==> config.mk <==
export PLATFORM = sky130hd
export DESIGN_NAME = ssd_mux_counter
export DESIGN_NICKNAME = d
export VERILOG_FILES = /design/src/rtl/ssd_mux_counter.sv
export SDC_FILE = /design/constraint.sdc
export NUM_CORES = 1
export LEC_CHECK = 0
export ABC_AREA = 1
export CORE_ASPECT_RATIO = 1.25
export CORE_MARGIN = 8
export CORE_UTILIZATION = 40
export CTS_BUF_LIST = sky130_fd_sc_hd__clkbuf_4
export CTS_CLUSTER_DIAMETER = 40
export DETAILED_ROUTE_END_ITERATION = 8
export HOLD_SLACK_MARGIN = 0.03
export PLACE_DENSITY_LB_ADDON = 0.2
export SLEW_MARGIN = 40
export SYNTH_ARGS = -nofsm -noshare
export SYNTH_HDL_FRONTEND = slang
export SYNTH_SLANG_ARGS = --single-unit
==> constraint.sdc <==
create_clock -name clk -period 1.62 [get_ports clk]
set_input_delay 0.162 -clock clk [delete_from_list [all_inputs] [get_ports clk]]
set_output_delay 0.162 -clock clk [all_outputs]
set_load 0.02 [all_outputs]
==> src/rtl/ssd_mux_counter.sv <==
// ssd_mux_counter: N-digit multiplexed 7-segment up/down counter and display driver.
// Holds a hex or BCD value that steps once per prescaled tick (or is loaded), and scans
// it digit by digit onto a shared segment bus with a one-hot digit select.
// Build option: define SSD_LZ_BLANK_EN to blank leading-zero digits above digit 0.
module ssd_mux_counter #(
    parameter int CLK_HZ     = 80_000_000,
    parameter int TICK_HZ    = 1,
    parameter int DIGITS     = 2,
    parameter int REFRESH_HZ = 1000
) (
    input  logic                  clk,
    input  logic                  rst_n,
    input  logic                  en,
    input  logic                  up_dn,
    input  logic                  bcd_mode,
    input  logic                  load,
    input  logic [4*DIGITS-1:0]   load_val,
    output logic [4*DIGITS-1:0]   value,
    output logic                  wrap,
    output logic [6:0]            segment,
    output logic [DIGITS-1:0]     digit_sel
);

    localparam int TICK_DIV = (TICK_HZ > 0) ? (CLK_HZ / TICK_HZ) : 0;
    localparam int SCAN_DIV = ((REFRESH_HZ > 0) && (DIGITS > 0)) ? (CLK_HZ / (REFRESH_HZ * DIGITS)) : 0;
    localparam int VW       = 4 * DIGITS;
    localparam int TICK_W   = (TICK_DIV > 1) ? $clog2(TICK_DIV) : 1;
    localparam int SCAN_W   = (SCAN_DIV > 1) ? $clog2(SCAN_DIV) : 1;
    localparam int IDX_W    = (DIGITS > 1) ? $clog2(DIGITS) : 1;

    localparam logic [TICK_W-1:0] TICK_MAX = TICK_W'(TICK_DIV - 1);
    localparam logic [TICK_W-1:0] TICK_ONE = TICK_W'(32'd1);
    localparam logic [SCAN_W-1:0] SCAN_MAX = SCAN_W'(SCAN_DIV - 1);
    localparam logic [SCAN_W-1:0] SCAN_ONE = SCAN_W'(32'd1);
    localparam logic [IDX_W-1:0]  IDX_MAX  = IDX_W'(DIGITS - 1);
    localparam logic [IDX_W-1:0]  IDX_ONE  = IDX_W'(32'd1);
    localparam logic [VW-1:0]     ZERO_V   = {VW{1'b0}};
    localparam logic [VW-1:0]     ALL_F_V  = {VW{1'b1}};
    localparam logic [VW-1:0]     ONE_V    = VW'(32'd1);

    // Parameter sanity: stop elaboration on an unbuildable configuration.
    generate
        if ((DIGITS < 1) || (DIGITS > 8)) begin : g_bad_digits
            $fatal(1, "ssd_mux_counter: DIGITS must be in 1..8");
        end
        if (TICK_DIV < 2) begin : g_bad_tick
            $fatal(1, "ssd_mux_counter: CLK_HZ/TICK_HZ must be at least 2");
        end
        if (SCAN_DIV < 1) begin : g_bad_scan
            $fatal(1, "ssd_mux_counter: CLK_HZ/(REFRESH_HZ*DIGITS) must be at least 1");
        end
    endgenerate

    // Saturate every nibble above 9 down to 9 so decimal arithmetic starts from a valid digit.
    function automatic logic [VW-1:0] bcd_clamp(input logic [VW-1:0] v);
        logic [VW-1:0] r;
        r = v;
        for (int i = 0; i < DIGITS; i++) begin
            r[4*i +: 4] = (v[4*i +: 4] > 4'd9) ? 4'd9 : v[4*i +: 4];
        end
        return r;
    endfunction

    // Decimal +/-1 with ripple carry/borrow; MSB of the result is the wrap-out.
    function automatic logic [VW:0] bcd_step(input logic [VW-1:0] v, input logic up_i);
        logic [VW-1:0] r;
        logic          c;
        logic [3:0]    nib;
        r = v;
        c = 1'b1;
        for (int i = 0; i < DIGITS; i++) begin
            nib = v[4*i +: 4];
            if (!c) begin
                r[4*i +: 4] = nib;
            end else if (up_i) begin
                if (nib == 4'd9) begin
                    r[4*i +: 4] = 4'd0;
                    c           = 1'b1;
                end else begin
                    r[4*i +: 4] = nib + 4'd1;
                    c           = 1'b0;
                end
            end else begin
                if (nib == 4'd0) begin
                    r[4*i +: 4] = 4'd9;
                    c           = 1'b1;
                end else begin
                    r[4*i +: 4] = nib - 4'd1;
                    c           = 1'b0;
                end
            end
        end
        return {c, r};
    endfunction

    // Segment pattern {a,b,c,d,e,f,g} for one hex digit.
    function automatic logic [6:0] ssd_font(input logic [3:0] n);
        logic [6:0] s;
        case (n)
            4'h0:    s = 7'h7E;
            4'h1:    s = 7'h30;
            4'h2:    s = 7'h6D;
            4'h3:    s = 7'h79;
            4'h4:    s = 7'h33;
            4'h5:    s = 7'h5B;
            4'h6:    s = 7'h5F;
            4'h7:    s = 7'h70;
            4'h8:    s = 7'h7F;
            4'h9:    s = 7'h7B;
            4'hA:    s = 7'h77;
            4'hB:    s = 7'h1F;
            4'hC:    s = 7'h4E;
            4'hD:    s = 7'h3D;
            4'hE:    s = 7'h4F;
            4'hF:    s = 7'h47;
            default: s = 7'h00;
        endcase
        return s;
    endfunction

    logic [TICK_W-1:0] tick_cnt_q, tick_cnt_d;
    logic              tick_s;
    logic [VW-1:0]     value_q, value_d;
    logic              wrap_q, wrap_d;
    logic [VW-1:0]     clamped_s;
    logic [VW:0]       bcd_next_s;
    logic [SCAN_W-1:0] scan_cnt_q, scan_cnt_d;
    logic              scan_wrap_s;
    logic [IDX_W-1:0]  idx_q, idx_d;
    logic [3:0]        nib_s;
    logic [DIGITS-1:0] blank_s;
    logic              blank_cur_s;
    logic [6:0]        seg_q, seg_d;
    logic [DIGITS-1:0] sel_q, sel_d;

    // Tick prescaler: free-running 0..TICK_DIV-1, tick on the terminal count.
    always_comb begin
        tick_s     = (tick_cnt_q == TICK_MAX);
        tick_cnt_d = tick_s ? {TICK_W{1'b0}} : (tick_cnt_q + TICK_ONE);
    end

    // Next count value: load beats tick, tick steps in the currently selected radix.
    always_comb begin
        clamped_s  = bcd_clamp(value_q);
        bcd_next_s = bcd_step(clamped_s, up_dn);
        value_d    = value_q;
        wrap_d     = 1'b0;
        if (load) begin
            value_d = bcd_mode ? bcd_clamp(load_val) : load_val;
            wrap_d  = 1'b0;
        end else if (tick_s && en) begin
            if (bcd_mode) begin
                value_d = bcd_next_s[VW-1:0];
                wrap_d  = bcd_next_s[VW];
            end else if (up_dn) begin
                value_d = value_q + ONE_V;
                wrap_d  = (value_q == ALL_F_V);
            end else begin
                value_d = value_q - ONE_V;
                wrap_d  = (value_q == ZERO_V);
            end
        end else begin
            value_d = value_q;
            wrap_d  = 1'b0;
        end
    end

    // Scan timing: idx advances one digit each time the scan divider wraps.
    always_comb begin
        scan_wrap_s = (scan_cnt_q == SCAN_MAX);
        scan_cnt_d  = scan_wrap_s ? {SCAN_W{1'b0}} : (scan_cnt_q + SCAN_ONE);
        if (scan_wrap_s) begin
            idx_d = (idx_q == IDX_MAX) ? {IDX_W{1'b0}} : (idx_q + IDX_ONE);
        end else begin
            idx_d = idx_q;
        end
    end

    // Display data for the digit currently addressed by idx, including optional blanking.
    always_comb begin
        nib_s       = 4'd0;
        blank_cur_s = 1'b0;
        sel_d       = {DIGITS{1'b0}};
`ifdef SSD_LZ_BLANK_EN
        begin : blk_lz
            logic upper_zero;
            upper_zero = 1'b1;
            blank_s    = {DIGITS{1'b0}};
            for (int i = DIGITS - 1; i >= 0; i--) begin
                upper_zero = upper_zero & (value_q[4*i +: 4] == 4'd0);
                blank_s[i] = upper_zero & (i != 0);
            end
        end
`else
        blank_s = {DIGITS{1'b0}};
`endif
        for (int i = 0; i < DIGITS; i++) begin
            nib_s       = (idx_q == IDX_W'(i)) ? value_q[4*i +: 4] : nib_s;
            blank_cur_s = (idx_q == IDX_W'(i)) ? blank_s[i] : blank_cur_s;
            sel_d[i]    = (idx_q == IDX_W'(i));
        end
        seg_d = blank_cur_s ? 7'h00 : ssd_font(nib_s);
    end

    // Counter state: prescaler, value and wrap pulse.
    always_ff @(posedge clk or negedge rst_n) begin
        if (!rst_n) begin
            tick_cnt_q <= {TICK_W{1'b0}};
            value_q    <= {VW{1'b0}};
            wrap_q     <= 1'b0;
        end else begin
            tick_cnt_q <= tick_cnt_d;
            value_q    <= value_d;
            wrap_q     <= wrap_d;
        end
    end

    // Scan state and display outputs; segment and digit_sel share one edge so they never skew.
    always_ff @(posedge clk or negedge rst_n) begin
        if (!rst_n) begin
            scan_cnt_q <= {SCAN_W{1'b0}};
            idx_q      <= {IDX_W{1'b0}};
            seg_q      <= 7'h00;
            sel_q      <= {DIGITS{1'b0}};
        end else begin
            scan_cnt_q <= scan_cnt_d;
            idx_q      <= idx_d;
            seg_q      <= seg_d;
            sel_q      <= sel_d;
        end
    end

    assign value     = value_q;
    assign wrap      = wrap_q;
    assign segment   = seg_q;
    assign digit_sel = sel_q;

endmodule
# Word level (Yosys, flattened, before mapping)
# Memories as Yosys holds them, arrays and structs flattened. A register that Yosys moved wholly into a read port is not among the register bits.
# Index checks and enable logic that the tools add are counted.
[word_totals] regBits=55 romBits=112 input_bits=14 n_memories=1
[memory_table] name="(name not given)" depth=16 word_bits=7 read_ports=1 rd_clocked_by_memory_dff=1 wr=0 line="99" rtl="case (n)"
[classes] addsub=9 n_lt_le_gt_ge=4 eq_ne=5 muxes=31 n_bitwise=1 n_reduce_logical=6
[op_table] cell="4-bit two-way mux" count=12
[op_table] cell="8-bit two-way mux" count=5
[op_table] cell="27-bit by 1-bit adder with 27-bit output (second input constant)" count=1
[op_table] cell="27-bit == test (second input constant)" count=1
[op_table] cell="27-bit two-way mux" count=1
[op_table] cell="16-bit by 1-bit adder with 16-bit output (second input constant)" count=1
[op_table] cell="16-bit == test (second input constant)" count=1
[op_table] cell="4-bit > comparator (second input constant)" count=4
[op_table] cell="16-bit two-way mux" count=1
[op_table] cell="1-bit two-way mux" count=12
[op_table] cell="4-bit by 1-bit adder with 4-bit output (second input constant)" count=2
[op_table] cell="8-bit by 1-bit adder with 8-bit output (second input constant)" count=1
[op_table] cell="4-bit == test (second input constant)" count=2
[op_table] cell="8-bit == test (second input constant)" count=1
[op_table] cell="4-bit logical NOT" count=2
[op_table] cell="8-bit logical NOT" count=1
[op_table] cell="4-bit by 1-bit subtractor with 4-bit output (second input constant)" count=2
[op_table] cell="8-bit by 1-bit subtractor with 8-bit output (second input constant)" count=1
[op_table] cell="2-bit nonzero test" count=1
[op_table] cell="1-bit adder (second input constant)" count=1
[op_table] cell="1-bit logical AND" count=1
[op_table] cell="1-bit logical NOT" count=1
[op_table] cell="1-bit NOT" count=1

# Longest topological paths before layout
# Gate-level depths: netlist (run 1).
[logic_depth] word_depth=9 ltp_mapped=13 depth_no_buf=13

# Least setup slack after synthesis (run 1)
# OpenSTA, ideal clock, no wires.
[synth_timing] kind="register to register" from="register value_q[0] (netlist: value[0])" to="register seg_q[3] (netlist: segment[3])" arrival_time_ps=1702 t_required_ps=1492 path_slack_ps=-210 stages_incl_launch_ff=7 path_buffers=0 period_less_slack_ps=1830 path_cell_list="dfrtp_1 -> inv_1 -> o21ai_0 -> inv_1 -> ha_1 -> nor2_1 -> o22ai_1"
[synth_between] elab_chain_cells=1
[synth_rtl] element="from (decl)" line="123" rtl="logic [VW-1:0] value_q, value_d;"
[synth_rtl] element="from (signal assigned)" line="209" rtl="value_q <= {VW{1'b0}};"
[synth_rtl] element="from (signal assigned)" line="213" rtl="value_q <= value_d;"
[synth_rtl] element="4-bit two-way mux" line="198" rtl="nib_s = (idx_q == IDX_W'(i)) ? value_q[4*i +: 4] : nib_s;"
[synth_rtl] element="to (decl)" line="133" rtl="logic [6:0] seg_q, seg_d;"
# No other way between the ends.
# A chain may end at the register's enable or synchronous reset.

# Worst setup path after layout (run 1)
[layout_timing] from="register value_q[5] (netlist: value[5])" to="output port value[5]"
[layout_lines] element="to (decl)" line="18" rtl="output logic [4*DIGITS-1:0] value,"
# No word-level cell between the ends.

==> run metrics, run 1 <==
critical-path cell list buf_4 > clkdlybuf4s15_1; crit path max fanout 5; crit path DAT 1.40 ns; global routing met2 resource utilization 28.4%; Synth Net Count 605; met3 usage 2.76%; post-synthesis cell area 0.00416 sq mm; total gr overflow 0; TritonCTS Buffers 9; Max Slew Vio Count 0; global-route wire length before repair 18000 um; CP required 1.46 ns; Routed wire per std cell 13.4 um; post-synthesis sequential area ratio 37.3%; Distinct cells, synth 35; row count 41; routability cong. 0.913; slowest stage delay, CP 0.50 ns; share of layout cells above drive strength 1 28.6%; IO buf count 31; GRT met1 Usage 17.9%; skew final 0.0193 ns; crit end category output port; Buf/Inv on CP 2; area of the multi-input gates 0.00261 sq mm; CTS tree built; # setup viols final 0; min Tclk post-route 1.56 ns; Mapped Cells 575; Power Dens Cells 744 mW/mm^2; Clock Latency Late Sink 0.43 ns; leak pwr 2.80 nW; Max Fclk 640 MHz; Hold Path Class input pin to async pin; worst flop-to-flop path startpoint value[3]; # fillers 897; Die Ht 130 um; DPL Wire Length 8280 um; starting density of the core 41.1%; # H-tree levels 3; largest delay contributor family on the critical path flip-flops; max_slew headroom 77.3%; total power 0.00432 W; Yosys reg bits 62; Tcrit/Tclk final 96.5%; most frequent cells in the layout nand2_1, nor2_1, buf_4; Synth Area per Inst 7.23 sq um; Worst Hold Margin 0.248 ns; initial antenna violation count 1; Detail Route Antenna Nets 0; Final Hold Fails 0; Core Area 0.0101 sq mm; drt first-iter violations 162; Worst Setup SP value[5]; crit path kind flip-flop to output port; CTS root buf clkbuf_4; area grow syn2layout 39.8%; RSZ-0062 raised after global routing yes; gr busiest metal met2; nets 725; commonest non-fill, non-tap cell in the layout nand2_1; Slowest-stage cell, CP dfrtp_2; crit path launch type flip-flop; largest net degree at the start of global routing 63; DRC 0; number of global-route vias before repair 4022; Pre-Repair DR Iteration Count 5; Warnings, synthesis 0; Die Area 0.0139 sq mm; final wirelength 11100 um; Tot GR Track Use 16.0%; clock tree buffer depth 2; register area 0.00156 sq mm; clock sinks 62; Die W 107 um; IO Pins 32; CTS clk-pin slew, worst paths 0.12 ns; Vias 4096; Max-Cap Viols 0; drt via density 4.93; worst vdd ir 0.425 mV; Worst Tran Pin Value 0.340 ns; status complete, no violations
-- tightest hold or removal path: stages --
cell and delay [ns]:
dlygate4sd3_1 0.52, buf_2 0.12, buf_12 0.28
-- sequential cells by signal, indices dropped and copies added, names as in the netlist --
| register | count |
|---|---|
| digit_sel | 2 |
| idx_q | 1 |
| value | 8 |
| wrap | 1 |
| tick_cnt_q | 27 |
| scan_cnt_q | 16 |
| segment | 7 |
-- timing repair --
action                                 4_1_cts  5_1_grt
hold buffers                                 1        0
endpoints found under the hold margin       62        0
pin swaps                                    2       33
setup endpoints to repair                   20       29
resized for setup                           29       93
buffers inserted                             5       16
-- power breakdown --
group          total, W  switching [W]  internal, W
clock           0.00110       0.000632     0.000470
combinational   0.00151       0.000816     0.000692
sequential      0.00171      0.0000857      0.00163
-- final timing paths --
| path | endpoint | cells after the start | slack, ns |
|---|---|---|---|
| worst max-delay path | value[5] | 2 | 0.06 |
| worst min-delay path | scan_cnt_q[8] | 3 | 0.25 |
| worst max register to register | value[2] | 10 | 0.06 |
| worst min register to register | scan_cnt_q[0] | 1 | 0.47 |
| max in group asynchronous | value[7] | 3 | 1.06 |
| min in group clk | wrap | 5 | 0.37 |
-- cells in the mapped netlist --
master	count	area share [%]
clkbuf_1	2	0.18
buf_2	5	0.60
or2_2	2	0.30
nand2_1	136	12
nor3b_1	2	0.36
a211oi_1	1	0.18
a21oi_1	14	1.7
o211ai_1	1	0.18
a31oi_1	2	0.30
o21ai_1	3	0.36
nor3_1	17	2.0
nand3_1	51	6.1
nand4_1	15	2.3
nor4_1	4	0.60
dfrtp_1	62	37
nor2_1	84	7.6
xor2_1	30	6.3
o21ai_0	18	2.2
nand2_4	2	0.54
xnor2_1	8	1.7
or2_4	1	0.21
o22ai_1	3	0.45
nor4_4	2	1.0
ha_1	15	4.5
nand3_2	3	0.72
o21bai_1	1	0.18
inv_2	2	0.18
inv_4	1	0.15
nor2_2	2	0.30
fa_1	1	0.48
nor3_2	3	0.72
buf_6	1	0.27
inv_1	78	7.0
clkinv_1	1	0.090
nor2_4	2	0.54
-- per-layer routing --
layer  vias to the layer above  share of wire, %
met5                         -                 0
met4                         0               2.9
met3                        23               2.9
met2                        82                52
met1                      1918                42
li1                       2073                 -
-- metrics by stage --
| stage | instances | worst slack, ns | setup TNS, ns | instance area (sq um) | utilization (%) |
|---|---|---|---|---|---|
| 2_1_floorplan | 575 | -0.0675 | -0.0675 | 4160 | - |
| 3_3_place_gp | 792 | -0.305 | -2.01 | 5110 | 50.6 |
| 3_5_place_dp | 792 | -0.363 | -2.52 | 5110 | 50.6 |
| 4_1_cts | 814 | 0.00142 | 0 | 5370 | 53.1 |
| 5_1_grt | 830 | -0.0655 | -0.189 | 5810 | 57.5 |
| 6_report | 830 | 0.0571 | 0 | 5810 | 57.5 |
-- area by class of cell --
class / count / area share, %
timing repair buffer: 117 / 17.4
sequential: 62 / 26.9
clock buffer: 9 / 1.16
tap: 129 / 2.78
multi-input combinational: 423 / 44.9
antenna: 1 / 0.0431
clock inverter: 7 / 1.27
inverter: 82 / 5.56
-- cells by family (layout without fill, tap and decap cells) --
group	Yosys count	in the layout	synth area share, %
and+or+nand+nor	326	326	35.6
buffers and inverters	90	215	8.52
DFF	62	62	37.3
AOI/OAI and AO/OA	43	43	5.51
xor gates and xnor gates	38	38	8.01
adders and majority gates	16	16	5.00
other	0	1	0
(Power assumes the default switching activity.)
==> run 2: changes to the inputs <==
--- a/config.mk
+++ b/config.mk
@@ -7,13 +7,13 @@
 export LEC_CHECK = 0
 export ABC_AREA = 1
 export CORE_ASPECT_RATIO = 1.25
-export CORE_MARGIN = 8
 export CORE_UTILIZATION = 40
 export CTS_BUF_LIST = sky130_fd_sc_hd__clkbuf_4
 export CTS_CLUSTER_DIAMETER = 40
 export DETAILED_ROUTE_END_ITERATION = 8
 export HOLD_SLACK_MARGIN = 0.03
 export PLACE_DENSITY_LB_ADDON = 0.2
+export SKIP_LAST_GASP = 1
 export SLEW_MARGIN = 40
 export SYNTH_ARGS = -nofsm -noshare
 export SYNTH_HDL_FRONTEND = slang
==> run 2 against run 1 <==
Against the previous run:
- the run now ends with setup timing left
- setup slack lost 0.067 ns
- via count shrank 0.83%
- core utilization decreased by 1.3 points
- routed wire length fell by 1.9%
- non-clock buffer count unchanged
- largest power group unchanged
==> run metrics, run 2 (same netlist as run 1, synthesis figures left out) <==
Final Hold Fails 0; drt via density 4.91; row count 41; setup ws final -0.0103 ns; routability cong. 0.918; TritonCTS Buffers 9; Hold Path Class input pin to async pin; Die Area 0.0108 sq mm; nets 725; Vias 4062; share of layout cells above drive strength 1 25.9%; Largest Register tick_cnt_q; Power Dens Cells 732 mW/mm^2; Die Ht 116 um; total power 0.00415 W; Tot GR Track Use 21.1%; RSZ-0062 raised after global routing yes; number of flip-flops in the largest register 27; Die W 93.2 um; crit end category output port; commonest non-fill, non-tap cell in the layout nand2_1; largest net degree at the start of global routing 63; starting density of the core 41.1%; min Tclk post-route 1.63 ns; most frequent cells in the layout nand2_1, buf_4, nor2_1; CTS root buf clkbuf_4; crit path launch type flip-flop; crit path DAT 1.47 ns; clock sinks 62; total gr overflow 0; Max Fclk 613 MHz; skew final 0.0192 ns; CTS tree built; setup_tns -0.0103 ns; clock tree buffer depth 2; DRC 0; # setup viols final 1; Detail Route Antenna Nets 0; CP required 1.46 ns; leak pwr 2.78 nW; drt first-iter violations 122; worst vdd ir 0.388 mV; Core Area 0.0101 sq mm; # fillers 955; CTS clk-pin slew, worst paths 0.11 ns; status finished with violations; Worst Hold Margin 0.258 ns; diodes inserted 0; final wirelength 10900 um; Worst Tran Pin Value 0.333 ns; Tcrit/Tclk final 101%; Max-Cap Viols 0; Worst Setup SP value[4]; Clock Latency Late Sink 0.43 ns; IO buf count 31; worst flop-to-flop path startpoint tick_cnt_q[1]; IO Pins 32; DPL Wire Length 7890 um; Post-Layout Cell Count 827; failing checks setup timing; global-route wire length before repair 17700 um; Max Slew Vio Count 0; Util after Layout 56.1%; post-placement cell count 791; Routed wire per std cell 13.1 um; area grow syn2layout 36.5%; max_slew headroom 77.8%; crit path max fanout 4; Pre-Repair DR Iteration Count 4; number of global-route vias before repair 3929; initial antenna violation count 0; crit path kind flip-flop to output port; # H-tree levels 3
## run 2: cell count changes in the layout (fill, tap and decap cells not counted), moves of 5 or more
cell	delta
buf_6	-5
nand2_1	+11
nand2_2	-10
nand3_1	+7
nand3_2	-6
## run 2: metal layers
layer	vias up	routed length [um]	track usage, %
li1	2072	-	-
met1	1920	4640	24.5
met2	53	5700	36.7
met3	17	282	4.92
met4	0	255	9.85
met5	-	0	0
## run 2: timing repair
action | in CTS | in global routing
resized for setup | 24 | 72
pin swaps | 2 | 14
hold endpoints to repair | 62 | 0
hold buffers | 1 | 0
setup buffers | 5 | 16
gates cloned | 0 | 0
endpoints found under the setup margin | 19 | 30
## run 2: power breakdown
part | total [W] | switching (W) | internal (W) | leakage, nW
combinational | 0.00143 | 0.000774 | 0.000658 | 1.93
sequential | 0.00171 | 0.0000802 | 0.00163 | 0.785
clock | 0.00101 | 0.000564 | 0.000445 | 0.0674
total | 0.00415 | 0.00142 | 0.00273 | 2.78
## run 2: worst max-delay path, stage by stage (launching register included)
cell and delay [ns]:
dfrtp_2 0.48, buf_4 0.16, buf_4 0.12, clkdlybuf4s15_1 0.28
## run 2: path summary, 6_finish.rpt
check                      slack [ns]            end  cells past startpoint
max                             -0.01       value[4]                      3
min                              0.26  scan_cnt_q[9]                      3
max reg2reg                      0.01       value[6]                     10
min reg2reg                      0.46  scan_cnt_q[0]                      1
max in group asynchronous        1.08       value[4]                      3
min in group clk                 0.35       value[1]                      3
## run 2: area by class of cell
type | count | area (sq um) | share of cell area, %
well taps | 129 | 161 | 2.85
flip-flops and latches | 62 | 1560 | 27.5
multi-input cells | 423 | 2510 | 44.3
inverters | 82 | 323 | 5.69
clock inverters | 5 | 52.6 | 0.926
repair buffers | 117 | 996 | 17.6
clock buffers | 9 | 67.6 | 1.19
## run 2: metrics by stage
stage,cell area [sq um],worst slack [ns]
global route,5670,-0.0925
global placement,5100,-0.333
detailed placement,5100,-0.356
finish,5670,-0.0103
floorplan,4160,-0.0675
CTS,5290,-0.000908
==> run 3: changes to the inputs <==
--- a/config.mk
+++ b/config.mk
@@ -6,6 +6,7 @@
 export NUM_CORES = 1
 export LEC_CHECK = 0
 export ABC_AREA = 1
+export CAP_MARGIN = 20
 export CORE_ASPECT_RATIO = 1.25
 export CORE_UTILIZATION = 40
 export CTS_BUF_LIST = sky130_fd_sc_hd__clkbuf_4
@@ -18,3 +19,4 @@
 export SYNTH_ARGS = -nofsm -noshare
 export SYNTH_HDL_FRONTEND = slang
 export SYNTH_SLANG_ARGS = --single-unit
+export TNS_END_PERCENT = 20
==> run 3 against run 2 <==
Against the previous run:
- the run still ends with setup timing left
- core utilization decreased by 1.5 points
- sequential power about the same
- critical path depth decreased by 2
- die area unchanged
- sequential share of layout area increased by 0.71 points
- sequential cell count unchanged
- non-clock buffer count decreased by 6
- setup slack got worse by 0.11 ns
- register-to-register slack got worse by 0.05 ns
- total power decreased by 0.13%
- clock power about the same
- critical path type unchanged
- largest power group unchanged
==> run metrics, run 3 (same netlist as run 1, synthesis figures left out) <==
Die Area 0.0108 sq mm; leak pwr 2.79 nW; worst vdd ir 0.396 mV; crit path max fanout 7; worst flop-to-flop path startpoint tick_cnt_q[0]; Core Area 0.0101 sq mm; crit end category output port; Post-Layout Cell Count 821; setup ws final -0.121 ns; starting density of the core 41.1%; critical-path cell list clkdlybuf4s50_1; Tcrit/Tclk final 107%; # H-tree levels 3; Worst Tran Pin Value 0.339 ns; largest net degree at the start of global routing 63; CP required 1.46 ns; DPL Wire Length 7890 um; Buf/Inv on CP 1; total power 0.00414 W; CTS root buf clkbuf_4; Max Slew Vio Count 0; # fillers 959; row count 41; crit path launch type flip-flop; IO buf count 31; crit path kind flip-flop to output port; final wirelength 10600 um; post-placement cell count 791; RSZ-0062 raised after global routing yes; Max-Cap Viols 0; CTS tree built; drt via density 4.93; slowest stage delay, CP 0.66 ns; nets 719; # setup viols final 7; routability cong. 0.918; DRC 0; status finished with violations; crit path DAT 1.58 ns; global-route wire length before repair 17600 um; area grow syn2layout 32.9%; TritonCTS Buffers 9; diodes inserted 0; clock sinks 62; IO Pins 32; most frequent cells in the layout nand2_1, nor2_1, buf_4; Tot GR Track Use 21.0%; failing checks setup timing; Detail Route Antenna Nets 0; Clock Latency Late Sink 0.43 ns; Pre-Repair DR Iteration Count 4; Hold Path Class input pin to async pin; Largest Register tick_cnt_q; number of flip-flops in the largest register 27; Routed wire per std cell 13.0 um; Slowest-stage cell, CP clkdlybuf4s50_1; share of layout cells above drive strength 1 21.8%; largest delay contributor family on the critical path buffers and inverters; Worst Setup SP value[7]; Die W 93.2 um; commonest non-fill, non-tap cell in the layout nand2_1; skew final 0.0186 ns; Die Ht 116 um; Power Dens Cells 750 mW/mm^2; number of global-route vias before repair 3906; Max Fclk 574 MHz; CTS clk-pin slew, worst paths 0.10 ns; clock tree buffer depth 2; max_slew headroom 77.4%; min Tclk post-route 1.74 ns; total gr overflow 0; Final Hold Fails 0; initial antenna violation count 0; Vias 4047; drt first-iter violations 132
==> run 3: cell types whose count changed in the layout (fill, tap and decap cells not counted), moves of 3 or more <==
cell / delta
nand2_2: -4
nor2_4: -4
nand2_1: +3
a21oi_1: +3
nor2_1: +5
inv_1: +5
o21ai_0: +3
nand3_2: +3
inv_2: -3
dlymetal6s2s_1: +3
buf_4: -8
nand2_4: +3
a21oi_2: -4
==> run 3: worst paths after layout <==
kind	end	slack, ns	cells after the start
worst max-delay path	value[7]	-0.12	1
worst min-delay path	scan_cnt_q[9]	0.26	3
worst max register to register	value[7]	-0.04	11
worst min register to register	scan_cnt_q[0]	0.46	1
max in group asynchronous	value[5]	1.07	3
min in group clk	value[1]	0.35	3
==> run 3: metrics by stage <==
step	util, %	TNS [ns]	area, sq um	hold WS (ns)	setup slack (ns)
CTS	51.9	-1.14	5250	0.269	-0.173
finish	54.7	-0.288	5530	0.258	-0.121
global placement	50.5	-2.14	5100	0.201	-0.333
detailed placement	50.5	-2.44	5100	0.199	-0.356
floorplan	-	-0.0675	4160	-0.134	-0.0675
global route	54.7	-2.06	5530	0.277	-0.188
==> run 3: report_power, final <==
part	leakage (nW)	internal, W	total, W	switching [W]
registers	0.787	0.00163	0.00170	0.0000746
clock network	0.0674	0.000445	0.00101	0.000561
logic	1.94	0.000667	0.00144	0.000768
total	2.79	0.00274	0.00414	0.00140
==> run 3: cell type report <==
type | instances | area (sq um) | area share (%)
Inverter | 82 | 314 | 5.68
Clock inverter | 5 | 52.6 | 0.951
Sequential cell | 62 | 1560 | 28.2
Clock buffer | 9 | 67.6 | 1.22
Tap cell | 129 | 161 | 2.92
Timing Repair Buffer | 111 | 987 | 17.9
Multi-Input combinational cell | 423 | 2380 | 43.1
==> run 3: metal layers <==
metal  track usage [%]  part of all wire (%)  vias to the layer above
met5                 0                     0                        -
met4              9.85                   3.0                        0
met3              4.86                   2.8                       21
met2              36.5                    51                       67
met1              24.5                    43                     1895
li1                  -                     -                     2064
==> run 3: what timing repair did <==
item,CTS,global route
endpoints found under the setup margin,19,40
gates cloned,0,0
hold buffers,1,0
pin swaps,0,11
buffers inserted,2,13
gates resized for setup,9,43
endpoints found under the hold margin,62,0
==> RTL edit, RTL diff (settings of run 3) <==
Change the parameter `REFRESH_HZ` from 1000 to 500.
--- a/src/rtl/ssd_mux_counter.sv
+++ b/src/rtl/ssd_mux_counter.sv
@@ -6,7 +6,7 @@
     parameter int CLK_HZ     = 80_000_000,
     parameter int TICK_HZ    = 1,
     parameter int DIGITS     = 2,
-    parameter int REFRESH_HZ = 1000
+    parameter int REFRESH_HZ = 500
 ) (
     input  logic                  clk,
     input  logic                  rst_n,
Check against the original RTL: no difference found for any inputs over 10 cycles, from zero or initial values and one cycle with rst_n low; that may be too few to reach the edited logic, so the function may still have changed.
==> RTL edit against run 3 <==
- the flow still finishes with violations (negative setup slack)
- clock skew increased by 0.0034 ns
- critical path depth increased by 1
- maximum frequency about the same
- die area increased by 1.9%
- total power decreased by 0.97%
- critical path type unchanged
- final area increased by 2.9%
- non-clock buffer count increased by 5
- wire length increased by 5.3%
- sequential share of layout area decreased by 0.41 points
- clock power decreased by 7%
- worst setup slack about the same
- count of clock-buffer cells in the layout increased by 1
- sequential cell count increased by 1
- largest cell class unchanged
- area after synthesis increased by 1.9%
==> RTL edit: results (changes against run 3) <==
Synth
  – Top post-synthesis cells by area: dfrtp_1, nand2_1, inv_1, nor2_1, nand3_1
  – Sequential fraction of the synthesis area: 37.2% (-0.10 points)
  – Distinct cells, synth: 37 (+5.7%)
  – Top_reg_cell synth: dfrtp_1
  – Post-synth top cells: nand2_1, inv_1, nor2_1
  – Async SR Flop Fraction: 100% (unchanged)
  – Yosys warns: 0 (unchanged)
  – Post-Syn Nets: 613 (+1.3%)

Final layout
  – Max reg flops: 27 (unchanged)
  – Biggest register: tick_cnt_q
  – Fin nets: 730 (+1.5%)
  – Antenna cells: 0 (unchanged)
  – Layout cells sized above 1: 24.3% (+2.5 points)

STA
  – PnR worst setup slack: -0.121 ns (+0.000325 ns)
  – Worst-margin pin slew: 0.496 ns (+0.157 ns)
  – Clock skew: 0.0220 ns (+0.00340 ns)
  – Worst hold slack: 0.238 ns (-0.0201 ns)
  – Final setup violation count: 8 (+1)

Hold path
  – Worst min path class: in -> async

Pwr
  – Maximum VDD drop: 0.406 mV (+2.5%)
  – Leakage: 2.76 nW (-1.1%)

Detailed routing
  – Final wirelength: 11200 um (+5.3%)
  – 1st-iter DRT viols: 245 (+86%)
  – Drt first pass iters: 4 (unchanged)
  – Total number of vias: 4282 (+5.8%)

Clocking
  – CTS buffer count: 9 (unchanged)
  – Worst-Skew Late Latency: 0.43 ns (about the same)
  – Buffers from clock root to sink, at most: 2 (unchanged)
  – Clock transition at path regs: 0.12 ns (+0.02 ns)
  – H-tree depth: 3 (unchanged)
  – CTS root buf: clkbuf_4

Critical path
  – CP max stage cell: clkdlybuf4s50_1
  – Reg2reg start: value[2]
  – Max incr delay on CP: 0.61 ns (-0.05 ns)
  – Reg-to-reg endpoint: value[7]
  – Worst Path Max Fanout: 7 (unchanged)
  – CP top delay family: buffers and inverters
  – Critical path arrival: 1.58 ns (about the same)
  – Cells on worst reg2reg path: 12 (+1)
  – Reg2Reg Setup Slack: -0.10 ns (-0.06 ns)

Global routing
  – Initial antenna violation count: 0 (unchanged)
  – Vias in the first global route: 4081 (+4.5%)
  – Total Routing Usage GR: 21.7% (+0.76 points)
  – Largest net degree at the start of global routing: 40 (-37%)
  – Global-route wire length before repair: 18600 um (+5.6%)

Place
  – # port buffers: 31 (unchanged)
  – Post-DP HPWL: 8380 um (+6.2%)
  – Placer Congestion: 0.919 (+0.11%)

Status
  – Status: complete, but fails checks
  – Failing checks: negative setup slack
## RTL edit: where the power goes
part	switching [mW]	total, mW	internal (mW)
logic	0.781	1.47	0.685
registers	0.0553	1.70	1.65
clock network	0.612	0.935	0.323
## RTL edit: cell families after synthesis
kind of cell / count (synthesis) / share of synthesized area [%]
simple gates: 319 / 35.2
buf+inv: 94 / 8.74
compound gates: 65 / 8.60
flops: 63 / 37.2
xor+xnor: 26 / 5.38
fa+ha+maj: 16 / 4.90
## RTL edit: through the flow
stage / TNS [ns] / std cells / area, um^2 / setup slack [ns]
CTS: -1.35 / 823 / 5380 / -0.165
floorplan: -0.00547 / 583 / 4280 / -0.00348
finish: -0.549 / 833 / 5690 / -0.121
global route: -3.12 / 833 / 5690 / -0.201
global placement: -4.01 / 801 / 5220 / -0.621
detailed placement: -4.19 / 801 / 5220 / -0.671
## RTL edit: worst min-delay path, cell delays in order
cell and delay, ns:
dlygate4sd3_1 0.52, buf_2 0.11, buf_4 0.29
## RTL edit: worst max-delay path by stage
stage / start / end / slack [ns] / depth (start not counted)
finish: value[6] / value[6] / -0.12 / 2
global route: value[2] / value[7] / -0.20 / 12
CTS: value[1] / value[1] / -0.17 / 1
detailed placement: up_dn / value[6] / -0.67 / 11
global placement: up_dn / value[6] / -0.62 / 11
floorplan: value[4] / segment[3] / -0.003 / 7
## RTL edit: cell type report
type | instances | area (um^2)
clock buffers | 10 | 75.1
well taps | 129 | 161
fillers | 956 | 4520
inverters | 84 | 319
multi-input cells | 426 | 2530
repair buffers | 116 | 986
flip-flops and latches | 63 | 1580
clock inverters | 5 | 36.3
## RTL edit: timing repair
item,4_1_cts,5_1_grt
buffers inserted,6,10
hold endpoints to repair,63,0
hold buffers,1,0
pin swaps,0,13
setup endpoints to repair,16,45
gates resized for setup,3,66
## RTL edit: layer usage
layer	wire (um)	GRT usage, %	up-vias	share of wire (%)
li1	-	-	2142	-
met1	4780	26.2	1997	43
met2	5710	38.0	111	51
met3	422	3.42	32	3.8
met4	298	10.2	0	2.7
met5	0	0	-	0
